--- config.mk ---
export PLATFORM = sky130hd
export DESIGN_NAME = mux2_rr_arbiter_flat
export DESIGN_NICKNAME = d
export VERILOG_FILES = /design/src/rtl/mux2_rr_arbiter_if.sv /design/src/rtl/mux2_rr_arbiter.sv /design/src/flat_wrapper.sv
export SDC_FILE = /design/constraint.sdc
export NUM_CORES = 1
export LEC_CHECK = 0
export CORE_ASPECT_RATIO = 1.25
export CORE_MARGIN = 1
export CORE_UTILIZATION = 25
export CTS_CLUSTER_SIZE = 10
export DETAILED_ROUTE_END_ITERATION = 16
export PLACE_DENSITY = 0.58
export REMOVE_ABC_BUFFERS = 1
export SYNTH_ARGS = -nofsm -noshare
export SYNTH_HDL_FRONTEND = slang
export SYNTH_SLANG_ARGS = --single-unit
--- constraint.sdc ---
create_clock -name clk -period 2.7 [get_ports clk]
set_input_delay 0.54 -clock clk [delete_from_list [all_inputs] [get_ports clk]]
set_output_delay 0.54 -clock clk [all_outputs]
set_load 0.02 [all_outputs]
--- src/rtl/mux2_rr_arbiter_if.sv ---
// Two-stream-in, one-stream-out handshake bundle plus the mux select.
// master = stream producers / consumer side, slave = the arbiter.
interface mux2_rr_arbiter_if #(
  parameter int WIDTH = 8
);
  logic             in1_valid;
  logic [WIDTH-1:0] in1_data;
  logic             in1_last;
  logic             in1_ready;
  logic             in2_valid;
  logic [WIDTH-1:0] in2_data;
  logic             in2_last;
  logic             in2_ready;
  logic             out_valid;
  logic [WIDTH-1:0] out_data;
  logic             out_last;
  logic             out_ready;
  logic             sel;

  modport master (
    output in1_valid, in1_data, in1_last, in2_valid, in2_data, in2_last, out_ready,
    input  in1_ready, in2_ready, out_valid, out_data, out_last, sel
  );

  modport slave (
    input  in1_valid, in1_data, in1_last, in2_valid, in2_data, in2_last, out_ready,
    output in1_ready, in2_ready, out_valid, out_data, out_last, sel
  );
endinterface

--- src/rtl/mux2_rr_arbiter.sv ---
// Packet-aware two-input round-robin arbiter with a registered output stage.
// sel drives the 2:1 mux select (0 = stream 1, 1 = stream 2).
module mux2_rr_arbiter #(
  parameter int WIDTH   = 8,
  parameter int LOCK_EN = 1
) (
  input logic             clk,
  input logic             rst,
  mux2_rr_arbiter_if.slave bus
);

  typedef enum logic [1:0] {IDLE = 2'd0, GNT1 = 2'd1, GNT2 = 2'd2} state_t;

  state_t           state_q, state_d;
  logic             ptr_q, ptr_d;      // 0 = stream 1 wins the next tie
  logic             sel_q, sel_d;
  logic             out_valid_q;
  logic             out_last_q;
  logic [WIDTH-1:0] out_data_q;

  logic             out_free;
  logic             rdy1, rdy2;
  logic             acc1, acc2;
  logic             last1, last2;

  // Output register can take a beat when empty or draining this cycle.
  assign out_free = ~out_valid_q | bus.out_ready;
  assign acc1     = bus.in1_valid & rdy1;
  assign acc2     = bus.in2_valid & rdy2;
  // Without packet lock every beat closes its own packet.
  assign last1    = (LOCK_EN != 0) ? bus.in1_last : 1'b1;
  assign last2    = (LOCK_EN != 0) ? bus.in2_last : 1'b1;

  // State, priority pointer and mux select registers.
  always_ff @(posedge clk or posedge rst) begin
    if (rst) begin
      state_q <= IDLE;
      ptr_q   <= 1'b0;
      sel_q   <= 1'b0;
    end else begin
      state_q <= state_d;
      ptr_q   <= ptr_d;
      sel_q   <= sel_d;
    end
  end

  // Arbitration in IDLE; hold the grant until the packet's last beat is taken.
  always_comb begin
    state_d = state_q;
    ptr_d   = ptr_q;
    sel_d   = sel_q;
    case (state_q)
      IDLE: begin
        if (bus.in1_valid && bus.in2_valid) state_d = ptr_q ? GNT2 : GNT1;
        else if (bus.in1_valid)             state_d = GNT1;
        else if (bus.in2_valid)             state_d = GNT2;
        if (state_d == GNT1)      sel_d = 1'b0;
        else if (state_d == GNT2) sel_d = 1'b1;
      end
      GNT1: begin
        if (acc1 && last1) begin
          state_d = IDLE;
          ptr_d   = 1'b1;
        end
      end
      GNT2: begin
        if (acc2 && last2) begin
          state_d = IDLE;
          ptr_d   = 1'b0;
        end
      end
      default: state_d = IDLE;
    endcase
  end

  // Only the granted stream sees ready, gated by output-register space.
  always_comb begin
    rdy1 = 1'b0;
    rdy2 = 1'b0;
    case (state_q)
      GNT1:    rdy1 = out_free;
      GNT2:    rdy2 = out_free;
      default: ;
    endcase
  end

  // Output stage: load on accept, otherwise clear valid once drained.
  always_ff @(posedge clk or posedge rst) begin
    if (rst) begin
      out_valid_q <= 1'b0;
      out_data_q  <= '0;
      out_last_q  <= 1'b0;
    end else if (acc1) begin
      out_valid_q <= 1'b1;
      out_data_q  <= bus.in1_data;
      out_last_q  <= last1;
    end else if (acc2) begin
      out_valid_q <= 1'b1;
      out_data_q  <= bus.in2_data;
      out_last_q  <= last2;
    end else if (bus.out_ready) begin
      out_valid_q <= 1'b0;
    end
  end

  assign bus.in1_ready = rdy1;
  assign bus.in2_ready = rdy2;
  assign bus.out_valid = out_valid_q;
  assign bus.out_data  = out_data_q;
  assign bus.out_last  = out_last_q;
  assign bus.sel       = sel_q;

endmodule

--- src/flat_wrapper.sv ---
// flat-port wrapper written by rule: the top's interface ports become plain ports
module mux2_rr_arbiter_flat 
#(
  parameter int WIDTH   = 8,
  parameter int LOCK_EN = 1
)
  (clk, rst, bus_in1_valid, bus_in1_data, bus_in1_last, bus_in2_valid, bus_in2_data, bus_in2_last, bus_out_ready, bus_in1_ready, bus_in2_ready, bus_out_valid, bus_out_data, bus_out_last, bus_sel);
  mux2_rr_arbiter_if #(.WIDTH(WIDTH)) bus_i ();
  input logic clk;
  input logic rst;
  input wire logic [$bits(bus_i.in1_valid)-1:0] bus_in1_valid;
  input wire logic [$bits(bus_i.in1_data)-1:0] bus_in1_data;
  input wire logic [$bits(bus_i.in1_last)-1:0] bus_in1_last;
  input wire logic [$bits(bus_i.in2_valid)-1:0] bus_in2_valid;
  input wire logic [$bits(bus_i.in2_data)-1:0] bus_in2_data;
  input wire logic [$bits(bus_i.in2_last)-1:0] bus_in2_last;
  input wire logic [$bits(bus_i.out_ready)-1:0] bus_out_ready;
  output wire logic [$bits(bus_i.in1_ready)-1:0] bus_in1_ready;
  output wire logic [$bits(bus_i.in2_ready)-1:0] bus_in2_ready;
  output wire logic [$bits(bus_i.out_valid)-1:0] bus_out_valid;
  output wire logic [$bits(bus_i.out_data)-1:0] bus_out_data;
  output wire logic [$bits(bus_i.out_last)-1:0] bus_out_last;
  output wire logic [$bits(bus_i.sel)-1:0] bus_sel;
  assign bus_i.in1_valid = bus_in1_valid;
  assign bus_i.in1_data = bus_in1_data;
  assign bus_i.in1_last = bus_in1_last;
  assign bus_i.in2_valid = bus_in2_valid;
  assign bus_i.in2_data = bus_in2_data;
  assign bus_i.in2_last = bus_in2_last;
  assign bus_i.out_ready = bus_out_ready;
  assign bus_in1_ready = bus_i.in1_ready;
  assign bus_in2_ready = bus_i.in2_ready;
  assign bus_out_valid = bus_i.out_valid;
  assign bus_out_data = bus_i.out_data;
  assign bus_out_last = bus_i.out_last;
  assign bus_sel = bus_i.sel;
  mux2_rr_arbiter #(.WIDTH(WIDTH), .LOCK_EN(LOCK_EN)) u_core (.clk(clk), .rst(rst), .bus(bus_i));
endmodule
==> Word-level counts from Yosys, hierarchy flattened <==
Index checks and enable logic that the tools add are counted.
W data, S select, Z words.
{ "op_classes": {"n_reduce_logical": 11, "eq_ne": 6, "mux": 22, "bitwise_logic": 4} }
{ "op_table": {"columns": ["op", "count"], "rows": [
  ["$mux W8", 2],
  ["$mux W2", 7],
  ["$mux W1", 11],
  ["$pmux W2 S3", 1],
  ["$reduce_bool A2 Y1", 3],
  ["$eq A2 B1 Y1 const B", 2],
  ["$eq A2 B2 Y1 const B", 2],
  ["$ne A2 B1 Y1 const B", 2],
  ["$reduce_and A2 Y1", 2],
  ["$logic_and A1 B1 Y1", 3],
  ["$reduce_and A3 Y1", 1],
  ["$reduce_bool A3 Y1", 1],
  ["$and A1 B1 Y1", 2],
  ["$logic_not A2 Y1", 1],
  ["$pmux W1 S2", 1],
  ["$not A1 Y1", 1],
  ["$or A1 B1 Y1", 1]
]} }
{ "word_totals": {"ff_bits": 14, "out_inout_bits": 13, "elab_cells": 49, "inputBits": 23} }

==> Longest topological paths before layout <==
{ "logic_depth": {"depth_word": 7, "mapped_depth": 7, "ltp_nobuf": 6} }

==> Worst setup path after synthesis <==
OpenSTA, ideal clock, no wires.
{ "synth_timing": {"path_kind": "register to output", "startpoint": "reg u_core.state_q[0]", "endpoint": "out bus_in2_ready", "n_path_buf": 0, "path_slack_ps": 1153, "t_required_ps": 2160, "path_stages_with_launch": 5, "t_arrival_ps": 1007, "path_cell_list": "dfrtp_1 -> inv_1 -> ha_1 -> inv_1 -> nor2_1"} }
{ "synth_between": {"elab_chain_len": 2} }
{ "synth_lines": {"columns": ["item", "line_no", "rtl"], "rows": [
  ["start, declared", "mux2_rr_arbiter.sv:14", "state_t state_q, state_d;"],
  ["start signal, assigned", "mux2_rr_arbiter.sv:41", "state_q <= state_d;"],
  ["$eq A2 B2 Y1", "mux2_rr_arbiter.sv:80", "case (state_q)"],
  ["$mux W1", "mux2_rr_arbiter.sv:80", null],
  ["end, declared", "flat_wrapper.sv:19", "output wire logic [$bits(bus_i.in2_ready)-1:0] bus_in2_ready;"]
]} }
No other way between the ends.

==> Final worst setup path <==
{ "layout_timing": {"startpoint": "in bus_out_ready", "endpoint": "out bus_in1_ready"} }
{ "layout_between": {"elab_chain_len": 2} }
{ "layout_lines": {"columns": ["item", "line_no", "rtl"], "rows": [
  ["start, declared", "flat_wrapper.sv:17", "input wire logic [$bits(bus_i.out_ready)-1:0] bus_out_ready;"],
  ["$or A1 B1 Y1", "mux2_rr_arbiter.sv:27", "assign out_free = ~out_valid_q | bus.out_ready;"],
  ["$mux W1", "mux2_rr_arbiter.sv:80", null],
  ["end, declared", "flat_wrapper.sv:18", "output wire logic [$bits(bus_i.in1_ready)-1:0] bus_in1_ready;"]
]} }
No other way between the ends.

==> results.py <==
metrics = {
    "sta": {
        "fmax_mhz": 401,
        "finalMaxSlewViolations": 0,
        "post-route-period-util": 0.924,
        "period_needed_ns": 2.49,
        "skew_ns": 0.00233,
        "finalSetupViolCount": 0,
        "tns_ns": 0,
        "rsz0062_at_grt": "false",
        "worst_hold_slack_ns": 0.517,
        "hold_viol_final": 0,
        "worst_pin_slew_ns": 0.577,
        "maxSlewHeadroom": 0.615,
    },
    "worst_setup_path": {
        "cpMaxStageDelayCell": "clkdlybuf4s50_1",
        "cp_slowest_stage_delay_ns": 0.59,
        "start_kind": "input port",
        "worstSetupPathType": "in2out",
        "worstSetupPathDepth": 4,
        "end_kind": "primary output",
        "cp_num_buf_inv": 2,
        "required_ns": 2.16,
        "r2r_cells": 6,
        "cp_top_family": "buffers and inverters",
        "arrival_ns": 1.95,
        "path_common_cell": "clkdlybuf4s50_1",
        "path_max_fanout": 3,
        "crit_chain": "clkdlybuf4s50_1 > nand2b_1 > and2_1 > clkdlybuf4s50_1",
    },
    "clocking": {
        "cts_root_buf": "clkbuf_4",
        "ctsLongestPathBuffers": 2,
        "clk_pin_slew_ns": 0.09,
        "cts_hold_buf": 0,
        "cts_setup_buffers": 0,
        "h-tree-depth": 1,
        "numCtsBuffers": 3,
        "post_cts_resized": 0,
        "clk_latency_ns": 0.27,
        "cts_tree": "yes",
        "numClockSinks": 14,
    },
    "global_route": {
        "overflow": 0,
        "grt_pass1_vias": 752,
        "grt_pass1_wl_um": 3210,
        "grt_max_degree": 15,
        "antenna_found_initial": 0,
        "track_usage": 0.129,
    },
    "placed_design": {
        "io_buffer_count": 35,
        "dp_hpwl_um": 1490,
        "gp_congestion": 0.718,
        "dpl-instance-area_um2": 1170,
    },
    "final_layout": {
        "area_growth_pct": 51.6,
        "antenna_cells": 0,
        "nets": 142,
        "final_core_util": 0.404,
        "drive_above_1_share": 0.0965,
        "fin_area_um2": 1200,
    },
    "logic_synthesis": {
        "ys_warn_count": 0,
        "syn_inst": 77,
        "synth-seq-area-share": 0.442,
        "synth_compound_area_frac": 0.148,
        "synth_area_um2": 793,
        "synth_cell_types": 24,
        "avgSynthCellArea_um2": 10.3,
        "synthAdderAreaFrac": 0.0631,
        "ys_seq_elements": 14,
        "yosys.area_share.xor_xnor": 0,
        "yosys.area_share.simple": 0.156,
        "synthMuxAreaShare": 0.139,
        "synth_top_family_by_area": "simple AND/OR/NAND/NOR gates",
    },
    "floorplan": {
        "fp.dieH_um": 65.0,
        "fp.dieArea_um2": 3400,
        "num_io_pins": 36,
        "die_w_um": 52.4,
        "start_util": 0.267,
        "coreArea_um2": 2970,
        "num_rows": 22,
    },
    "power_and_ir_drop": {
        "leakage_nw": 0.484,
        "ir_drop_mv": 0.348,
        "power_density_nw_per_um2": 976,
    },
    "route": {
        "drtPass1Iterations": 4,
        "initialDrtViolationCount": 8,
        "ant_nets": 0,
        "drc": 0,
        "wl_per_cell_um": 12.6,
        "met3_length_um": 118,
        "drt-met1-wl_um": 781,
        "top_layer": "met4",
        "vias_per_cell": 4.50,
        "vias": 675,
        "wl_um": 1900,
        "wl_met2_um": 971,
    },
    "min_path": {
        "hold_path_depth": 2,
        "min_path_type": "reg2reg",
    },
    "run": {
        "max_cap_viol_count": 0,
    },
    "status": {
        "outcome": "finished clean",
    },
}
==> state kept, by name, indices dropped and copies added, names as in the netlist <==
| register | flops |
|---|---|
| u_core.bus.out_data | 8 |
| u_core.bus.out_last | 1 |
| u_core.bus.out_valid | 1 |
| u_core.bus.sel | 1 |
| u_core.ptr_q | 1 |
| u_core.state_q | 2 |
==> path summary, 6_finish.rpt <==
path	startpoint	to	slack, ns
min in group asynchronous	rst	u_core.bus.out_data[1]	0.61
worst max-delay path	bus_out_ready	bus_in1_ready	0.21
worst min-delay path	u_core.bus.sel	u_core.bus.sel	0.52
worst min register to register	u_core.bus.sel	u_core.bus.sel	0.52
max in group asynchronous	rst	u_core.bus.out_data[7]	1.71
worst max register to register	u_core.state_q[1]	u_core.bus.out_data[1]	1.08
==> cells by family (layout without fill, tap and decap cells) <==
family                     count (synthesis)  count (layout)
buffers and inverters                      7              44
adders and majority gates                  4               4
and+or+nand+nor                           23              23
DFF                                       14              14
AOI/OAI and AO/OA                         18              18
muxes                                     11              11
==> metal layers <==
layer | track usage | vias to the layer above
li1 | - | 338
met1 | 0.142 | 312
met2 | 0.234 | 23
met3 | 0.0235 | 2
met4 | 0.0493 | 0
met5 | 0 | -
==> layout make-up <==
class / count / area, µm²
clock buffer: 4 / 36.3
fill: 317 / 1770
inverter: 5 / 18.8
multi-input combinational: 56 / 402
sequential: 14 / 350
tap: 36 / 45.0
timing repair buffer: 35 / 350
==> through the flow <==
stage	std cells	worst slack, ns	total power (W)
6_report	150	0.206	0.00117
5_1_grt	150	0.175	0.00127
3_3_place_gp	146	0.250	0.00102
2_1_floorplan	75	1.15	0.000754
3_5_place_dp	146	0.206	0.00104
4_1_cts	150	0.203	0.00120
==> worst register-to-register path: stages (launching register included) <==
cell and delay [ns]:
dfrtp_1 0.41, inv_1 0.10, ha_1 0.20, nand2_2 0.12, nor2_4 0.35, mux2i_1 0.24, a21oi_1 0.08
==> power breakdown <==
part,internal (W),switching [W]
logic,0.000318,0.000342
clock network,0.0000819,0.0000674
registers,0.000310,0.0000544
total,0.000710,0.000463
==> cells in the mapped netlist, drive strengths merged <==
library cell  number  share of area
a32o               1          0.013
nand2b             1         0.0079
dfrtp             14           0.44
nor2b              1          0.017
nand2              6          0.035
o21ai              7          0.049
nand3              2          0.013
and2               1         0.0079
o31ai              1         0.0095
ha                 4          0.063
nor2              10          0.060
mux2i             11           0.14
or2                1         0.0079
buf                2          0.028
and3               1         0.0079
inv                5          0.024
a21oi              8          0.065
a21bo              1          0.013
==> cells in the final DEF (no fill, tap or decap), types with 2 or more instances in the layout <==
| master | n |
|---|---|
| a21oi_1 | 7 |
| mux2i_1 | 11 |
| nand2_1 | 4 |
| clkdlybuf4s50_1 | 35 |
| nand2_2 | 2 |
| ha_1 | 4 |
| nor2_1 | 8 |
| dfrtp_1 | 14 |
| clkbuf_4 | 3 |
| nand3_1 | 2 |
| inv_1 | 5 |
| o21ai_1 | 4 |
| o21ai_0 | 2 |
No activity file was read; power rests on OpenSTA's default activity.
